<file path="config.mk">
export PLATFORM = sky130hd
export DESIGN_NAME = inst_align_queue
export DESIGN_NICKNAME = d
export VERILOG_FILES = /design/src/rtl/inst_align_queue.sv
export SDC_FILE = /design/constraint.sdc
export NUM_CORES = 1
export LEC_CHECK = 0
export CORE_ASPECT_RATIO = 1.75
export CORE_MARGIN = 8
export CORE_UTILIZATION = 40
export CTS_CLUSTER_SIZE = 12
export DETAILED_ROUTE_END_ITERATION = 10
export SLEW_MARGIN = 20
export SYNTH_ARGS = -nofsm -noshare
export SYNTH_HDL_FRONTEND = slang
export SYNTH_SLANG_ARGS = --single-unit
</file>
<file path="constraint.sdc">
create_clock -name clk_in -period 8 [get_ports clk_in]
set_input_delay 2 -clock clk_in [delete_from_list [all_inputs] [get_ports clk_in]]
set_output_delay 2 -clock clk_in [all_outputs]
set_load 0.05 [all_outputs]
</file>
<file path="src/rtl/inst_align_queue.sv">
// Fetch-word realigner and RV32IC instruction queue feeding the decoder.
// Optional RVC_EXPAND_EN: expand compressed halves to RV32I; otherwise they pass zero-extended.
module inst_align_queue #(
  parameter int DEPTH = 8,
  parameter int PTR_W = $clog2(DEPTH)
) (
  input  logic        clk_in,
  input  logic        rst_in,
  input  logic        rdy_in,
  input  logic        wrong_predicted,
  input  logic        fetch_valid,
  input  logic [31:0] fetch_addr,
  input  logic [31:0] fetch_data,
  output logic        fetch_ready,
  output logic        out_valid,
  output logic [31:0] out_inst,
  output logic [31:0] out_addr,
  output logic        out_is_c,
  input  logic        out_ready
);

  typedef struct packed {
    logic [31:0] inst;
    logic [31:0] addr;
    logic        is_c;
  } entry_t;

  localparam logic [6:0] OP_IMM = 7'b0010011;
  localparam logic [6:0] OP_REG = 7'b0110011;

  function automatic logic [31:0] expand(input logic [15:0] h);
`ifdef RVC_EXPAND_EN
    logic [31:0] r;
    logic [4:0]  rd, rs2, rdp, rsp;
    logic [11:0] imm6, lw_imm, sp_imm;
    logic [20:0] jimm;
    logic [12:0] bimm;
    r      = '0;
    rd     = h[11:7];
    rs2    = h[6:2];
    rdp    = {2'b01, h[4:2]};
    rsp    = {2'b01, h[9:7]};
    imm6   = {{6{h[12]}}, h[12], h[6:2]};
    lw_imm = {5'b0, h[5], h[12:10], h[6], 2'b00};
    sp_imm = {{2{h[12]}}, h[12], h[4:3], h[5], h[2], h[6], 4'b0};
    jimm   = {{9{h[12]}}, h[12], h[8], h[10:9], h[6], h[7], h[2], h[11], h[5:3], 1'b0};
    bimm   = {{4{h[12]}}, h[12], h[6:5], h[2], h[11:10], h[4:3], 1'b0};
    case ({h[1:0], h[15:13]})
      5'b00_000: if (h[12:5] != 8'd0)
                   r = {2'b0, h[10:7], h[12:11], h[5], h[6], 2'b00, 5'd2, 3'b000, rdp, OP_IMM};
      5'b00_010: r = {lw_imm, rsp, 3'b010, rdp, 7'b0000011};
      5'b00_110: r = {lw_imm[11:5], rdp, rsp, 3'b010, lw_imm[4:0], 7'b0100011};
      5'b01_000: r = {imm6, rd, 3'b000, rd, OP_IMM};
      5'b01_001: r = {jimm[20], jimm[10:1], jimm[11], jimm[19:12], 5'd1, 7'b1101111};
      5'b01_010: r = {imm6, 5'd0, 3'b000, rd, OP_IMM};
      5'b01_011: begin
        if (rd == 5'd2) begin
          if ({h[12], h[6:2]} != 6'd0) r = {sp_imm, 5'd2, 3'b000, 5'd2, OP_IMM};
        end else if ({h[12], h[6:2]} != 6'd0) begin
          r = {{14{h[12]}}, h[12], h[6:2], rd, 7'b0110111};
        end
      end
      5'b01_100: begin
        case (h[11:10])
          2'b00: if (!h[12]) r = {7'b0000000, h[6:2], rsp, 3'b101, rsp, OP_IMM};
          2'b01: if (!h[12]) r = {7'b0100000, h[6:2], rsp, 3'b101, rsp, OP_IMM};
          2'b10: r = {imm6, rsp, 3'b111, rsp, OP_IMM};
          default: begin
            if (!h[12]) begin
              case (h[6:5])
                2'b00:   r = {7'b0100000, rdp, rsp, 3'b000, rsp, OP_REG};
                2'b01:   r = {7'b0000000, rdp, rsp, 3'b100, rsp, OP_REG};
                2'b10:   r = {7'b0000000, rdp, rsp, 3'b110, rsp, OP_REG};
                default: r = {7'b0000000, rdp, rsp, 3'b111, rsp, OP_REG};
              endcase
            end
          end
        endcase
      end
      5'b01_101: r = {jimm[20], jimm[10:1], jimm[11], jimm[19:12], 5'd0, 7'b1101111};
      5'b01_110: r = {bimm[12], bimm[10:5], 5'd0, rsp, 3'b000, bimm[4:1], bimm[11], 7'b1100011};
      5'b01_111: r = {bimm[12], bimm[10:5], 5'd0, rsp, 3'b001, bimm[4:1], bimm[11], 7'b1100011};
      5'b10_000: if (!h[12]) r = {7'b0000000, h[6:2], rd, 3'b001, rd, OP_IMM};
      5'b10_010: if (rd != 5'd0)
                   r = {4'b0, h[3:2], h[12], h[6:4], 2'b00, 5'd2, 3'b010, rd, 7'b0000011};
      5'b10_100: begin
        if (!h[12]) begin
          if (rs2 == 5'd0) begin
            if (rd != 5'd0) r = {12'b0, rd, 3'b000, 5'd0, 7'b1100111};
          end else begin
            r = {7'b0, rs2, 5'd0, 3'b000, rd, OP_REG};
          end
        end else begin
          if (rs2 == 5'd0) begin
            if (rd == 5'd0) r = 32'h0010_0073;
            else            r = {12'b0, rd, 3'b000, 5'd1, 7'b1100111};
          end else begin
            r = {7'b0, rs2, rd, 3'b000, rd, OP_REG};
          end
        end
      end
      5'b10_110: r = {4'b0, h[8:7], h[12], rs2, 5'd2, 3'b010, h[11:9], 2'b00, 7'b0100011};
      default:   r = '0;
    endcase
    return r;
`else
    return {16'b0, h};
`endif
  endfunction

  entry_t           ram [DEPTH];
  logic [PTR_W-1:0] rd_ptr, wr_ptr, wr_ptr1, nxt_rd;
  logic [PTR_W:0]   count, nxt_cnt;
  logic             hold_vld;
  logic [15:0]      hold_half;
  logic [31:0]      hold_addr;

  logic        accept, pop;
  logic        hold_hit, do_hi, lo_push, hi_push, hold_take;
  logic [1:0]  n_push;
  logic [31:0] hi_addr;
  entry_t      lo_e, hi_e, e0, e1, head;

  assign fetch_ready = !rst_in && !wrong_predicted && (count <= (PTR_W+1)'(DEPTH-2));
  assign accept      = fetch_valid && fetch_ready && rdy_in;
  assign pop         = out_valid && out_ready && rdy_in;
  assign wr_ptr1     = wr_ptr + PTR_W'(1);

  // Low half first (unless the word is entered mid-way), then the high half.
  always_comb begin
    hold_hit  = hold_vld && !fetch_addr[1] && (fetch_addr == hold_addr + 32'd2);
    hi_addr   = {fetch_addr[31:2], 2'b10};
    lo_push   = 1'b0;
    do_hi     = 1'b0;
    lo_e      = '0;
    if (fetch_addr[1]) begin
      do_hi = 1'b1;
    end else if (hold_hit) begin
      lo_push = 1'b1;
      lo_e    = '{inst: {fetch_data[15:0], hold_half}, addr: hold_addr, is_c: 1'b0};
      do_hi   = 1'b1;
    end else if (fetch_data[1:0] == 2'b11) begin
      lo_push = 1'b1;
      lo_e    = '{inst: fetch_data, addr: fetch_addr, is_c: 1'b0};
    end else begin
      lo_push = 1'b1;
      lo_e    = '{inst: expand(fetch_data[15:0]), addr: fetch_addr, is_c: 1'b1};
      do_hi   = 1'b1;
    end
    hi_push   = do_hi && (fetch_data[17:16] != 2'b11);
    hold_take = do_hi && (fetch_data[17:16] == 2'b11);
    hi_e      = '{inst: expand(fetch_data[31:16]), addr: hi_addr, is_c: 1'b1};
    e0        = lo_push ? lo_e : hi_e;
    e1        = hi_e;
    n_push    = {1'b0, lo_push} + {1'b0, hi_push};
  end

  // Head register looks ahead to the post-edge head, bypassing entries written this cycle.
  always_comb begin
    nxt_rd  = rd_ptr + PTR_W'(pop);
    nxt_cnt = count + (PTR_W+1)'(accept ? n_push : 2'd0) - (PTR_W+1)'(pop);
    if (accept && (n_push != 2'd0) && (nxt_rd == wr_ptr))
      head = e0;
    else if (accept && (n_push == 2'd2) && (nxt_rd == wr_ptr1))
      head = e1;
    else
      head = ram[nxt_rd];
  end

  always_ff @(posedge clk_in) begin
    if (accept) begin
      if (n_push != 2'd0) ram[wr_ptr]  <= e0;
      if (n_push == 2'd2) ram[wr_ptr1] <= e1;
    end
  end

  always_ff @(posedge clk_in) begin
    if (rst_in) begin
      rd_ptr    <= '0;
      wr_ptr    <= '0;
      count     <= '0;
      hold_vld  <= 1'b0;
      hold_half <= '0;
      hold_addr <= '0;
      out_valid <= 1'b0;
      out_inst  <= '0;
      out_addr  <= '0;
      out_is_c  <= 1'b0;
    end else if (rdy_in) begin
      if (wrong_predicted) begin
        rd_ptr    <= '0;
        wr_ptr    <= '0;
        count     <= '0;
        hold_vld  <= 1'b0;
        out_valid <= 1'b0;
      end else begin
        rd_ptr    <= nxt_rd;
        count     <= nxt_cnt;
        out_valid <= (nxt_cnt != '0);
        if (nxt_cnt != '0) begin
          out_inst <= head.inst;
          out_addr <= head.addr;
          out_is_c <= head.is_c;
        end
        if (accept) begin
          wr_ptr   <= wr_ptr + PTR_W'(n_push);
          hold_vld <= hold_take;
          if (hold_take) begin
            hold_half <= fetch_data[31:16];
            hold_addr <= hi_addr;
          end
        end
      end
    end
  end

endmodule
</file>
# --- After elaboration in Yosys (flattened, before gate mapping) ---
# Memory sizes are Yosys's and may differ from the RTL's. A register that Yosys moved wholly into a read port is not among the register bits.
# Cells that the tools add are included.
totals:
  ram_bits: 520
  ff_bits: 59
  output_inout_bits: 67
  input_bits: 70
  elab_cells: 62
  n_memories: 1
mem_list:
  columns: ["memory", "depth", "word_bits", "read_ports", "rd_ports_with_merged_regs", "wr", "line_no", "rtl"]
  rows:
  - ["ram", 8, 65, 1, 1, 2, "111", "entry_t ram [DEPTH];"]
op_classes:
  eq_ne: 5
  magnitude_cmp: 1
  n_reduce_logical: 19
  mux: 21
  add_sub_neg: 7
  bitwise_logic: 1
op_table:
  columns: ["op", "n"]
  rows:
  - ["65-bit 2-to-1 mux", 3]
  - ["32-bit by 2-bit adder with 32-bit output, second input constant", 1]
  - ["32-bit == test", 1]
  - ["1-bit 2-to-1 mux", 13]
  - ["1-bit logical AND", 10]
  - ["3-bit 2-to-1 mux", 3]
  - ["2-bit == test, second input constant", 3]
  - ["4-bit by 2-bit adder with 4-bit output", 1]
  - ["4-bit by 3-bit less-or-equal comparator with 1-bit output, second input constant", 1]
  - ["4-bit 2-to-1 mux", 1]
  - ["4-bit AND reduction", 1]
  - ["2-bit nonzero test", 2]
  - ["4-bit nonzero test", 1]
  - ["4-bit by 1-bit subtractor with 4-bit output", 1]
  - ["3-bit by 1-bit adder with 3-bit output", 1]
  - ["3-bit by 1-bit adder with 3-bit output, second input constant", 1]
  - ["3-bit by 2-bit adder with 3-bit output", 1]
  - ["1-bit zero test", 3]
  - ["3-bit AND reduction", 1]
  - ["1-bit by 1-bit adder with 2-bit output", 1]
  - ["2-bit 2-to-1 mux", 1]
  - ["2-bit inequality test, second input constant", 1]
  - ["2-bit AND reduction", 1]
  - ["1-bit inverter", 1]

# --- Depth between registers and ports, before layout ---
depth:
  ltp_word: 12
  ltp_mapped: 27
  depth_no_buf: 23

# --- Worst setup path after synthesis ---
# Ideal clock, no wire load.
synth_path:
  path_kind: "input -> register"
  startpoint: "input port fetch_addr[0]"
  endpoint: "register out_inst[20]"
  setup_time_ps: 136
  t_arrival_ps: 7571
  n_path_buf: 4
  slack_ps: 292
  required_time_ps: 7864
  cell_stages: 24
  cell_sequence: "nor4bb_1 > o211ai_1 > or4_1 > nor4b_1 > o2111a_1 > and4_1 > and3_1 > buf_2 > buf_2 > buf_2 > o21a_1 > ha_1 > nand2_1 > ha_1 > inv_1 > ha_1 > fa_1 > o41ai_1 > nor3_1 > nand2_1 > clkbuf_1 > a21oi_1 > a21oi_1 > o21ai_0"
synth_via:
  elab_chain_len: 11
synth_rtl:
  columns: ["element", "line_no", "rtl"]
  rows:
  - ["start: declaration", "12", "input logic [31:0] fetch_addr,"]
  - ["32-bit == test", "131", "hold_hit = hold_vld && !fetch_addr[1] && (fetch_addr == hold_addr + 32'd2);"]
  - ["1-bit logical AND", "131", null]
  - ["1-bit 2-to-1 mux", "138", "end else if (hold_hit) begin"]
  - ["1-bit 2-to-1 mux", "136", "if (fetch_addr[1]) begin"]
  - ["1-bit logical AND", "150", "hi_push = do_hi && (fetch_data[17:16] != 2'b11);"]
  - ["1-bit by 1-bit adder with 2-bit output", "155", "n_push = {1'b0, lo_push} + {1'b0, hi_push};"]
  - ["2-bit 2-to-1 mux", "161", "nxt_cnt = count + (PTR_W+1)'(accept ? n_push : 2'd0) - (PTR_W+1)'(pop);"]
  - ["4-bit by 2-bit adder with 4-bit output", "161", null]
  - ["4-bit by 1-bit subtractor with 4-bit output", "161", null]
  - ["4-bit nonzero test", "200", "if (nxt_cnt != '0) begin"]
  - ["3-bit AND reduction (no source line)", null, null]
  - ["end signal: assignment", "201", "out_inst <= head.inst;"]
  - ["end: declaration", "16", "output logic [31:0] out_inst,"]
# No other way between the ends.
# A chain may end at the register's enable or synchronous reset.

# --- Final worst setup path ---
layout_path:
  startpoint: "input port fetch_addr[0]"
  endpoint: "register out_inst[3]"
# Same word-level chain as after synthesis.

==> summary.txt <==
Run status
  – Outcome: finished clean

Critical path
  – Crit path buf inv count: 5
  – CP endpoint kind: register
  – Crit path DAT: ~7.7 ns
  – Startpoint types: primary input
  – CP Class: primary input to register
  – Reg-to-reg critical path startpoint: hold_addr[2]
  – Reg-to-Reg End: out_inst[3]
  – Crit-path max cell delay: 0.58 ns
  – R2r worst-path depth: 22
  – Critical path fanouts, max: 19
  – Worst EP required: roughly 8.6 ns
  – R2r setup slk: about 1.3 ns
  – Crit-path cells: clkdlybuf4s50_1, nor4bb_1, buf_4, o211ai_1, or4_1, nor4b_1, o2111a_1, and4_1, and3_4, o21a_1, ha_1, nand2_1, ha_1, inv_1, ha_1, a21o_1, a21oi_1, xnor2_1, o41ai_2, buf_4, buf_4, a21oi_1, o221ai_1
  – Largest delay share family, worst path: simple AND/OR/NAND/NOR gates
  – Slowest-stage cell, CP: clkdlybuf4s50_1

Yosys
  – Most common library cells after synthesis: nand2_1 (379), edfxtp_1 (368), dfxtp_1 (276)
  – EDFF count, synth: ~370
  – Mapped Cells: 2859
  – Dominant cell type by area after synthesis: edfxtp_1
  – Count leader, synth: nand2_1
  – Syn Nets: 2944
  – Mapped cell area: 32310 µm²
  – Ys Warns: 0
  – Synth Flop Type: edfxtp_1
  – Mean Syn Cell Area: 11.30 µm²
  – Synth top area share: around a third
  – Distinct cell type count after synthesis: 79
  – #FFs+latches synth: approximately 640
  – Synth async-reset ratio: 0%
  – Synth area leaders: edfxtp_1 (34%), dfxtp_1 (17%), mux4_2 (9.1%)
  – Register area share after synthesis: 51.31%

Place
  – IO Port Bufs: 136
  – Final HPWL DP: between 70000 and 80000 µm
  – Pre-CTS worst setup slack: approximately 0.25 ns
  – Placed Area: 35040 µm²
  – Final RePlAce weighted congestion: roughly 0.93

Clock tree
  – Hold-fix buffer count after cts: 0
  – CTS clk-pin slew, worst paths: approximately 0.060 ns
  – CTS Buf Count: 66
  – Post-CTS Setup Inserts: 0
  – CTS Sinks: 644
  – Root Buffer: clkbuf_16
  – Number of gates resized after cts: 0
  – CTS tree: yes
  – Clk buf depth: 3
  – Clk Latency, worst-skew pair: roughly 0.64 ns
  – Number of H-tree levels: 3

STA
  – Fin Clk Skew: about 0.037 ns
  – TNS Setup: 0 ns
  – Slew Limit Fails: 0
  – Final setup fails: 0
  – Headroom to the max-slew limit: roughly 17%
  – Final WS setup: between 0.8 and 0.9 ns
  – Final worst-path cycle share: just under 90%
  – Period minus WS final: ~7.2 ns
  – Unrepaired setup endpoints after global routing: false
  – Least-Margin Pin Slew: roughly 1.2 ns
  – Hold Fails Final Rpt: 0
  – Max Freq: 139.7 MHz
  – Hold Slack: roughly 0.45 ns

Route
  – Vias per cell: 6.522
  – Drt pass-1 iters: 5
  – DRT iter0 DRCs: between 2000 and 3000
  – Wirelength per Cell: about 30 µm
  – Vias: between 20000 and 30000
  – Met1 WL: around 42000 µm
  – DRT antenna net count: 0
  – Routed WL: between 100000 and 150000 µm
  – Wire length on met2: about 60000 µm
  – Top Layer Used: met4
  – Residual DRC: 0
  – Met3 wire len: around 11000 µm

Floorplanning
  – Die height: 392.0 µm
  – Initial Utilization: between 40 and 50%
  – IO Count: ~140
  – Core ar.: roughly 80000 µm²
  – Die area: about 90000 µm²
  – Num rows: around 140
  – Chip width: ~230 µm

Min path
  – Worst Hold Endpoint: ram[2][55]
  – Worst hold-check path type: register to register
  – Hold Crit Depth: 2
  – HP Start: ram[2][55]

GRT
  – Total grt overflow: 0
  – Wire length of the first global-routing pass: about 170000 µm
  – Vias in the first global route: ~26000
  – Global Route Usage Sum: 25.54%
  – Largest net degree at the start of global routing: 72
  – Initial antenna violation count: 1

Cells and area
  – Layout cells sized above 1: ~15%
  – Final Util: a little under half
  – Fin nets: approximately 3000
  – Area Growth Syn to Fin: 14.53%
  – Final Cell Area: around 37000 µm²

Flow run
  – Max_cap viols: 0

Power
  – Leak: between 10 and 15 nW
  – VDD IR max: between 0.0001 and 0.00015 V
  – PwrDens: roughly 190 nW/µm²
[layer usage]
layer  vias up  global-route usage (%)
met4         0                   15.91
met2      1692                   43.59
met1     12930                   29.23
met5         -                       0
li1      10960                       -
met3       372                   4.934
[area by class of cell]
| class | count | area (µm²) |
|---|---|---|
| fill | 7420 | 43460 |
| clock inverter | 15 | 135.1 |
| antenna | 1 | 2.502 |
| multi-input combinational | 1878 | 14580 |
| inverter | 25 | 93.84 |
| timing repair buffer | 268 | 2482 |
| clock buffer | 99 | 1817 |
| tap | 1050 | 1314 |
| sequential | 644 | 16580 |
[worst min-delay path: cells and delay by family (launching register included)]
family / cells / cell delay [ns]
AND/OR/NAND/NOR: 1 / 0.04
AO/OA/AOI/OAI: 1 / 0.05
flip-flops: 1 / 0.32
[cell families (layout without fill, tap and decap cells)]
| logic type | Yosys count | count (layout) | synth area share, % |
|---|---|---|---|
| compound gates | 796 | 796 | 18.07 |
| simple gates | 772 | 772 | 11.43 |
| flops | 644 | 644 | 51.31 |
| buf+inv | 337 | 407 | 4.094 |
| mux | 252 | 252 | 13.31 |
| xor+xnor | 43 | 43 | 1.166 |
| fa+ha+maj | 15 | 15 | 0.6274 |
| other cells | 0 | 1 | 0 |
[how the worst max path moves through the flow]
stage / start / endpoint / slack (ns) / cells after the start
final: fetch_addr[0] / out_inst[3] / 0.84 / 23
after global routing: fetch_addr[0] / out_inst[3] / 0.53 / 23
after CTS: fetch_addr[0] / out_inst[3] / 0.90 / 23
after detailed placement: fetch_addr[0] / out_inst[3] / 0.25 / 23
after global placement: fetch_addr[0] / out_inst[2] / 0.21 / 23
after floorplan: fetch_addr[0] / out_inst[20] / 0.29 / 24
[registers in the layout (all words and copies together) (netlist names)]
| signal | flops |
|---|---|
| out_valid | 1 |
| ram | 520 |
| wr_ptr | 3 |
| count | 4 |
| hold_vld | 1 |
| out_inst | 32 |
| rd_ptr | 3 |
| hold_half | 16 |
| hold_addr | 31 |
| out_is_c | 1 |
| out_addr | 32 |
[cells in the final DEF, fill, tap and decap left out, drive strengths merged, types with 16 or more instances in the layout]
master,n
nand2,379
a2bb2oi,16
nand3,65
mux2,33
nor2,74
nor3,21
xnor2,26
buf,134
mux2i,89
nand4,20
a32o,112
o211ai,16
clkdlybuf4s50,134
and3,40
clkbuf,99
nand2b,60
and2,20
a21oi,128
dfxtp,276
edfxtp,368
xor2,17
inv,29
o21ai,202
nor2b,40
mux4,130
a22o,241
[where the power goes]
| part | switching, mW | total [mW] | internal [mW] | leakage (nW) |
|---|---|---|---|---|
| clock network | 1.31 | 2.92 | 1.61 | 0.948 |
| registers | 0.0311 | 3.54 | 3.50 | 5.17 |
| logic | 0.294 | 0.457 | 0.163 | 5.57 |
| total | 1.64 | 6.91 | 5.28 | 11.7 |
[per-stage QoR]
| step | cells | total power [mW] |
|---|---|---|
| floorplan | 2859 | 3.858 |
| global placement | 3865 | 4.045 |
| detailed placement | 3865 | 4.055 |
| CTS | 3979 | 6.943 |
| global route | 3979 | 7.082 |
| finish | 3980 | 6.914 |
Power figures use the tool's default switching activity.
